`config.mk`:
```
export PLATFORM = sky130hd
export DESIGN_NAME = muldiv_issue_ctrl
export DESIGN_NICKNAME = d
export VERILOG_FILES = /design/src/rtl/muldiv_issue_ctrl.sv
export SDC_FILE = /design/constraint.sdc
export NUM_CORES = 1
export LEC_CHECK = 0
export CORE_MARGIN = 2
export CORE_UTILIZATION = 43
export DETAILED_ROUTE_END_ITERATION = 6
export PLACE_DENSITY_LB_ADDON = 0.05
export SLEW_MARGIN = 10
export SYNTH_ARGS = -nofsm -noshare
export SYNTH_HDL_FRONTEND = slang
export SYNTH_SLANG_ARGS = --single-unit
export TNS_END_PERCENT = 5
```
`constraint.sdc`:
```
create_clock -name clk -period 2.8 [get_ports clk]
set_clock_uncertainty 0.15 [all_clocks]
set_input_delay 0.42 -clock clk [delete_from_list [all_inputs] [get_ports clk]]
set_output_delay 0.42 -clock clk [all_outputs]
set_load 0.01 [all_outputs]
```
`src/rtl/muldiv_issue_ctrl.sv`:
```
// EX-stage issue controller for the multi-cycle M-extension ALU: holds operands/op stable,
// waits for ready, returns the tagged result, and separates ops with ALU_ADD.
module muldiv_issue_ctrl #(
  parameter int unsigned XLEN    = 32,
  parameter int unsigned TAG_W   = 5,
  parameter int unsigned TIMEOUT = 64,
  parameter int unsigned OP_W    = 4,
  parameter logic [OP_W-1:0] ALU_ADD = '0
) (
  input  logic             clk,
  input  logic             reset,
  input  logic             req_valid,
  output logic             req_ready,
  input  logic [OP_W-1:0]  req_op,
  input  logic [XLEN-1:0]  req_a,
  input  logic [XLEN-1:0]  req_b,
  input  logic [TAG_W-1:0] req_tag,
  input  logic             flush,
  output logic [XLEN-1:0]  alu_a,
  output logic [XLEN-1:0]  alu_b,
  output logic [OP_W-1:0]  alu_op,
  input  logic             alu_ready,
  input  logic [XLEN-1:0]  alu_result,
  output logic             rsp_valid,
  output logic [XLEN-1:0]  rsp_result,
  output logic [TAG_W-1:0] rsp_tag,
  output logic             busy,
  output logic             timeout_err
);

  localparam int unsigned CntW = $clog2(TIMEOUT + 1);

  localparam logic [2:0] StIdle  = 3'd0;
  localparam logic [2:0] StIssue = 3'd1;
  localparam logic [2:0] StWait  = 3'd2;
  localparam logic [2:0] StResp  = 3'd3;
  localparam logic [2:0] StDrain = 3'd4;

  logic [2:0]       state_q, state_d;
  logic [OP_W-1:0]  op_q, op_d;
  logic [XLEN-1:0]  a_q, a_d, b_q, b_d;
  logic [TAG_W-1:0] tag_q, tag_d;
  logic [CntW-1:0]  cnt_q, cnt_d;
  logic [XLEN-1:0]  res_q, res_d;
  logic [TAG_W-1:0] rtag_q, rtag_d;
  logic             expired;

  assign expired = ((state_q == StWait) || (state_q == StDrain)) && (cnt_q == CntW'(TIMEOUT));

  always_comb begin
    state_d     = state_q;
    op_d        = op_q;
    a_d         = a_q;
    b_d         = b_q;
    tag_d       = tag_q;
    cnt_d       = cnt_q;
    res_d       = res_q;
    rtag_d      = rtag_q;
    timeout_err = 1'b0;
    case (state_q)
      StIdle: begin
        if (req_valid && !flush) begin
          state_d = StIssue;
          op_d    = req_op;
          a_d     = req_a;
          b_d     = req_b;
          tag_d   = req_tag;
          cnt_d   = '0;
        end
      end
      // alu_ready may still reflect the previous op here, so it is not looked at.
      StIssue: state_d = flush ? StDrain : StWait;
      StWait: begin
        cnt_d = cnt_q + 1'b1;
        if (expired) begin
          timeout_err = 1'b1;
          state_d     = StIdle;
          op_d        = ALU_ADD;
        end else if (alu_ready) begin
          op_d = ALU_ADD;
          if (flush) begin
            state_d = StIdle;
          end else begin
            state_d = StResp;
            res_d   = alu_result;
            rtag_d  = tag_q;
          end
        end else if (flush) begin
          state_d = StDrain;
        end
      end
      StResp: state_d = StIdle;
      // Keep the op stable so the divider finishes rather than restarting.
      StDrain: begin
        cnt_d = cnt_q + 1'b1;
        if (expired) begin
          timeout_err = 1'b1;
          state_d     = StIdle;
          op_d        = ALU_ADD;
        end else if (alu_ready) begin
          state_d = StIdle;
          op_d    = ALU_ADD;
        end
      end
      default: begin
        state_d = StIdle;
        op_d    = ALU_ADD;
      end
    endcase
  end

  always_ff @(posedge clk) begin
    if (reset) begin
      state_q <= StIdle;
      op_q    <= ALU_ADD;
      a_q     <= '0;
      b_q     <= '0;
      tag_q   <= '0;
      cnt_q   <= '0;
      res_q   <= '0;
      rtag_q  <= '0;
    end else begin
      state_q <= state_d;
      op_q    <= op_d;
      a_q     <= a_d;
      b_q     <= b_d;
      tag_q   <= tag_d;
      cnt_q   <= cnt_d;
      res_q   <= res_d;
      rtag_q  <= rtag_d;
    end
  end

  assign req_ready  = (state_q == StIdle) && !flush;
  assign busy       = (state_q != StIdle);
  assign rsp_valid  = (state_q == StResp) && !flush;
  assign rsp_result = res_q;
  assign rsp_tag    = rtag_q;
  assign alu_op     = op_q;
  assign alu_a      = a_q;
  assign alu_b      = b_q;

endmodule

```
# Word-level counts from Yosys, hierarchy flattened

Cells that the tools add are included.

Mux-type cells: 17
Equal/unequal tests: 9
Bitwise gates (word level): 3
Reduce and logical (&&, ||, !) cells: 16
Add/sub/neg operators: 1
$lt $le $gt $ge: 0
Divide/modulo/power cells: 0
Shifts and indexed selects: 0
Multiply operators: 0

Operator list:

| kind                  | count |
|---|---|
| $mux W3               | 7 |
| $pmux W7 S2           | 1 |
| $mux W4               | 3 |
| $pmux W3 S4           | 1 |
| $pmux W4 S3           | 1 |
| $add A7 B1 Y7 const B | 1 |
| $eq A7 B7 Y1 const B  | 1 |
| $mux W7               | 1 |
| $eq A3 B2 Y1 const B  | 2 |
| $reduce_and A3 Y1     | 2 |
| $logic_and A1 B1 Y1   | 4 |
| $ne A4 B4 Y1 const B  | 1 |
| $reduce_and A2 Y1     | 2 |
| $reduce_and A4 Y1     | 1 |
| $reduce_or A2 Y1      | 2 |
| $eq A3 B1 Y1 const B  | 1 |
| $eq A3 B3 Y1 const B  | 1 |
| $logic_not A3 Y1      | 1 |
| $ne A3 B1 Y1 const B  | 1 |
| $ne A3 B3 Y1 const B  | 1 |
| $not A1 Y1            | 3 |
| $reduce_bool A3 Y1    | 1 |
| $mux W1               | 2 |
| $mux W2               | 1 |
| other kinds (4)       | 4 |

Output and inout bits: 109
Bits in writable memories: 0
Bits in latches: 0
Memories: 0
Word-level logic and storage cells: 54
Bits in read-only memories: 0
Flip-flop bits (word level): 120

# Depth between registers and ports, before layout

Depth in word-level cells: 5
Gate-level depth with buffers: 8
Depth with buffers taken out: 6

# Least setup slack after synthesis

Ideal clock, no wire load.

Kind: input-to-reg
From: input port flush
To: register b_q[15] (netlist: alu_b[15])
Path slack: 797 ps
Arrival: 1721 ps
Cell stages on the path: 6
Path buffers: 2
Required time: 2518 ps
Setup time: 132 ps
Path through: nor4_1 -> nand2_1 -> buf_2 -> clkbuf_1 -> nand2_1 -> a21oi_1

Word-level cells in the longest chain between the ends: 3

Ends and longest elaborated chain:

| item                               | line | text |
|---|---|---|
| from (decl)                        | 18   | `input logic flush,` |
| $logic_not A1 Y1                   | 62   | `if (req_valid && !flush) begin` |
| $logic_and A1 B1 Y1                | 62   |  |
| $reduce_and A2 Y1 (no source line) | n/a  |  |
| to (signal assigned)               | 117  | `b_q <= '0;` |
| to (signal assigned)               | 126  | `b_q <= b_d;` |
| to (decl)                          | 41   | `logic [XLEN-1:0] a_q, a_d, b_q, b_d;` |

Every way passes these cells.
A chain may end at the register's enable or synchronous reset.

# Worst setup path after layout

From: register state_q[1]
To: output port rsp_valid

Word-level cells in the longest chain between the ends: 2

Ends and longest elaborated chain:

| item                   | line | text |
|---|---|---|
| from (decl)            | 39   | `logic [2:0] state_q, state_d;` |
| from (signal assigned) | 114  | `state_q <= StIdle;` |
| from (signal assigned) | 123  | `state_q <= state_d;` |
| $eq A3 B2 Y1           | 136  | `assign rsp_valid = (state_q == StResp) && !flush;` |
| $logic_and A1 B1 Y1    | 136  |  |
| to (decl)              | 24   | `output logic rsp_valid,` |

Every way passes these cells.

==> flow_summary.ini <==
[power]
power.switching_uw = 986
pwr-share-seq_pct = 40.9
switching_share_pct = 22.4
internal-power_uw = 3420
pwr-share-clk_pct = 48.2
ir_drop_mv = 0.330
p_leak_uw = 0.00263
combPwrFrac_pct = 10.9
powerDensity_mw_per_mm2 = 600

[sta]
fin_tns_setup_ns = 0
finalSetupViolations = 0
timing.final.ws_setup_ns = 0.183
fmax_mhz = 382
max_slew_margin_pct = 63.5
fin_crit_ns = 2.62
tightest_slew_ns = 0.547
drv_slew = 0
finalHoldViolations = 0
final.period_utilization_pct = 93.5
grt_setup_unrepaired = false

[die]
rows = 37
fp.dieH_um = 106
die-area_mm2 = 0.0112
core_area_mm2 = 0.0102
start_util_pct = 43.8
io_pins = 219
dieWidth_um = 106

[logic_synthesis]
synth_xor_area_share_pct = 0.782
yosys_warnings = 0
synth-async-reset-ratio_pct = 0
synth_top_family_by_area = simple AND/OR/NAND/NOR gates
synthSimpleGateAreaFrac_pct = 23.5
synth.avg_cell_area_um2 = 8.01
yosysTopAreaCell = dfxtp_1
yosys-top-cells-count = 222 x nand2_1, 120 x dfxtp_1, 111 x a21oi_1, 20 x clkbuf_1, 16 x buf_2
synth-seq-cells = 120
synth_fp_nets = 671
synthMostInstantiatedCell = nand2_1
synthMuxAreaShare_pct = 1.34
synthDistinctLibCells = 35
yosysSeqAreaShare_pct = 53.6
netlist_area_mm2 = 0.00448
synth_fa_ha_area_share_pct = 0.559
synth_compound_area_share_pct = 15.8
synth-edff-count = 0
syn_inst = 559
yosys_most_used_dff = dfxtp_1
yosys.area.top_type_share_pct = 53.6
synth_area_leaders = dfxtp_1 54%, nand2_1 19%, a21oi_1 12%, buf_2 1.8%, clkbuf_1 1.7%

[global_route]
grt_pass1_wl_um = 19800
track_usage_pct = 21.9
grt_max_degree = 71
antenna_found_initial = 0
grt_pass1_vias = 4232
grt_remaining_overflow = 0

[clocking]
cts.sinks = 120
cts_max_level = 4
post_cts_buffers = 0
cts_tree = yes
cts_buffers = 17
cts.clk_slew.worst_paths_ns = 0.06
clock_latency_ns = 0.50
clock_path_buffers = 2
clockRootBuffer = clkbuf_8

[drt]
ant_nets = 0
vias_per_cell = 4.82
drt_iter0_drc = 200
firstDrtPassIters = 6
via_count = 4402
finalWirelength_um = 12300
wire_per_inst_um = 13.4
drc = 0

[critical_path]
cp-end-kind = output port
regToRegSetupSlack_ns = 0.72
worst-path-max-fanout = 12
crit_required_ns = 2.23
cp-start-kind = flip-flop
critPathKind = flip-flop to output port
cp_data_arrival_time_ns = 2.05

[cells_and_area]
drive_gt1_share_pct = 6.81
area_growth_pct = 64.0
diodes = 0
fill_cells = 804
nets = 878

[min_path]
hp-class = input pin to flip-flop

[placement]
hpwl_um = 8530
pre_cts_slack_ns = 0.249
place.gp.congestion = 0.856
port_buffers = 218

[outcome]
outcome = complete, no violations

[job]
drv_cap = 0
[cells in the final DEF (no fill, tap or decap), drive strengths merged, types with 2 or more instances in the layout]
cell type      instances
nand2                222
clkdlybuf4s50        216
dfxtp                120
a21oi                111
clkbuf                19
buf                   10
nor2                   8
nand2b                 7
mux2i                  6
inv                    6
clkinv                 6
nor3                   5
xnor2                  3
nor4                   3
bufinv                 3
and2                   3
or3                    2
a21o                   2
a2111o                 2
o21ai                  2
ha                     2
clkinvlp               2
nor2b                  2
a2111oi                2
[sequential cells by signal, indices dropped and copies added (netlist names)]
name / flops
alu_a: 32
alu_b: 32
rsp_result: 32
cnt_q: 7
rsp_tag: 5
tag_q: 5
alu_op: 4
state_q: 3
[stage by stage]
step           area, µm²  hold WS (ns)  power, µW  util [%]  std cells
2_1_floorplan       4480         0.282       2010         -        559
3_3_place_gp        6750         0.288       2310      65.9        883
6_report            7340         0.225       4400      71.8        914
3_5_place_dp        6750         0.293       2320      65.9        883
5_1_grt             7340         0.237       4580      71.8        914
4_1_cts             7340         0.211       4450      71.7        914
[worst max-delay path, cell delays in order (launching register included)]
cell and delay, ns:
dfxtp_2 0.46, or3b_4 0.45, nor2_1 0.10, clkdlybuf4s50_1 0.53
[power groups by stage]
stage	combinational [µW]	sequential (µW)	clock [µW]
2_1_floorplan	156	1860	0
3_3_place_gp	474	1830	0
3_5_place_dp	479	1840	0
4_1_cts	484	1800	2170
5_1_grt	519	1810	2250
6_report	478	1800	2130
[repair_timing]
item	4_1_cts	5_1_grt
hold buffers	0	0
endpoints found under the setup margin	1	2
gates resized for setup	2	4
[cell type report]
type,instances,area (µm²),area share (%)
sequential,120,2400,32.7
timing repair buffer,227,2270,31.0
multi-input combinational,395,1890,25.8
clock buffer,19,432,5.88
tap,136,170,2.32
clock inverter,12,151,2.06
inverter,5,18.8,0.256
[logic make-up (layout without fill, tap and decap cells)]
group                    Yosys count  after routing
XOR/XNOR                           4              4
buffers and inverters             44            263
AND/OR/NAND/NOR                  257            257
AO/OA/AOI/OAI                    126            126
flip-flops                       120            120
multiplexers                       6              6
adder cells (fa/ha/maj)            2              2
[metal layers]
metal  vias to the layer above  routed length (µm)  track usage (%)
met2                       167                5770             35.7
met5                         -                   0                0
li1                       2239                   -                -
met1                      1974                5020             25.0
met4                         0                 316             9.59
met3                        22                1180             9.20
[final timing paths]
path	start	endpoint	depth (start not counted)
worst min register to register	alu_a[19]	alu_a[19]	2
worst min-delay path	reset	cnt_q[0]	2
worst max-delay path	state_q[1]	rsp_valid	3
worst max register to register	state_q[0]	alu_b[9]	6
Power figures use the tool's default switching activity.
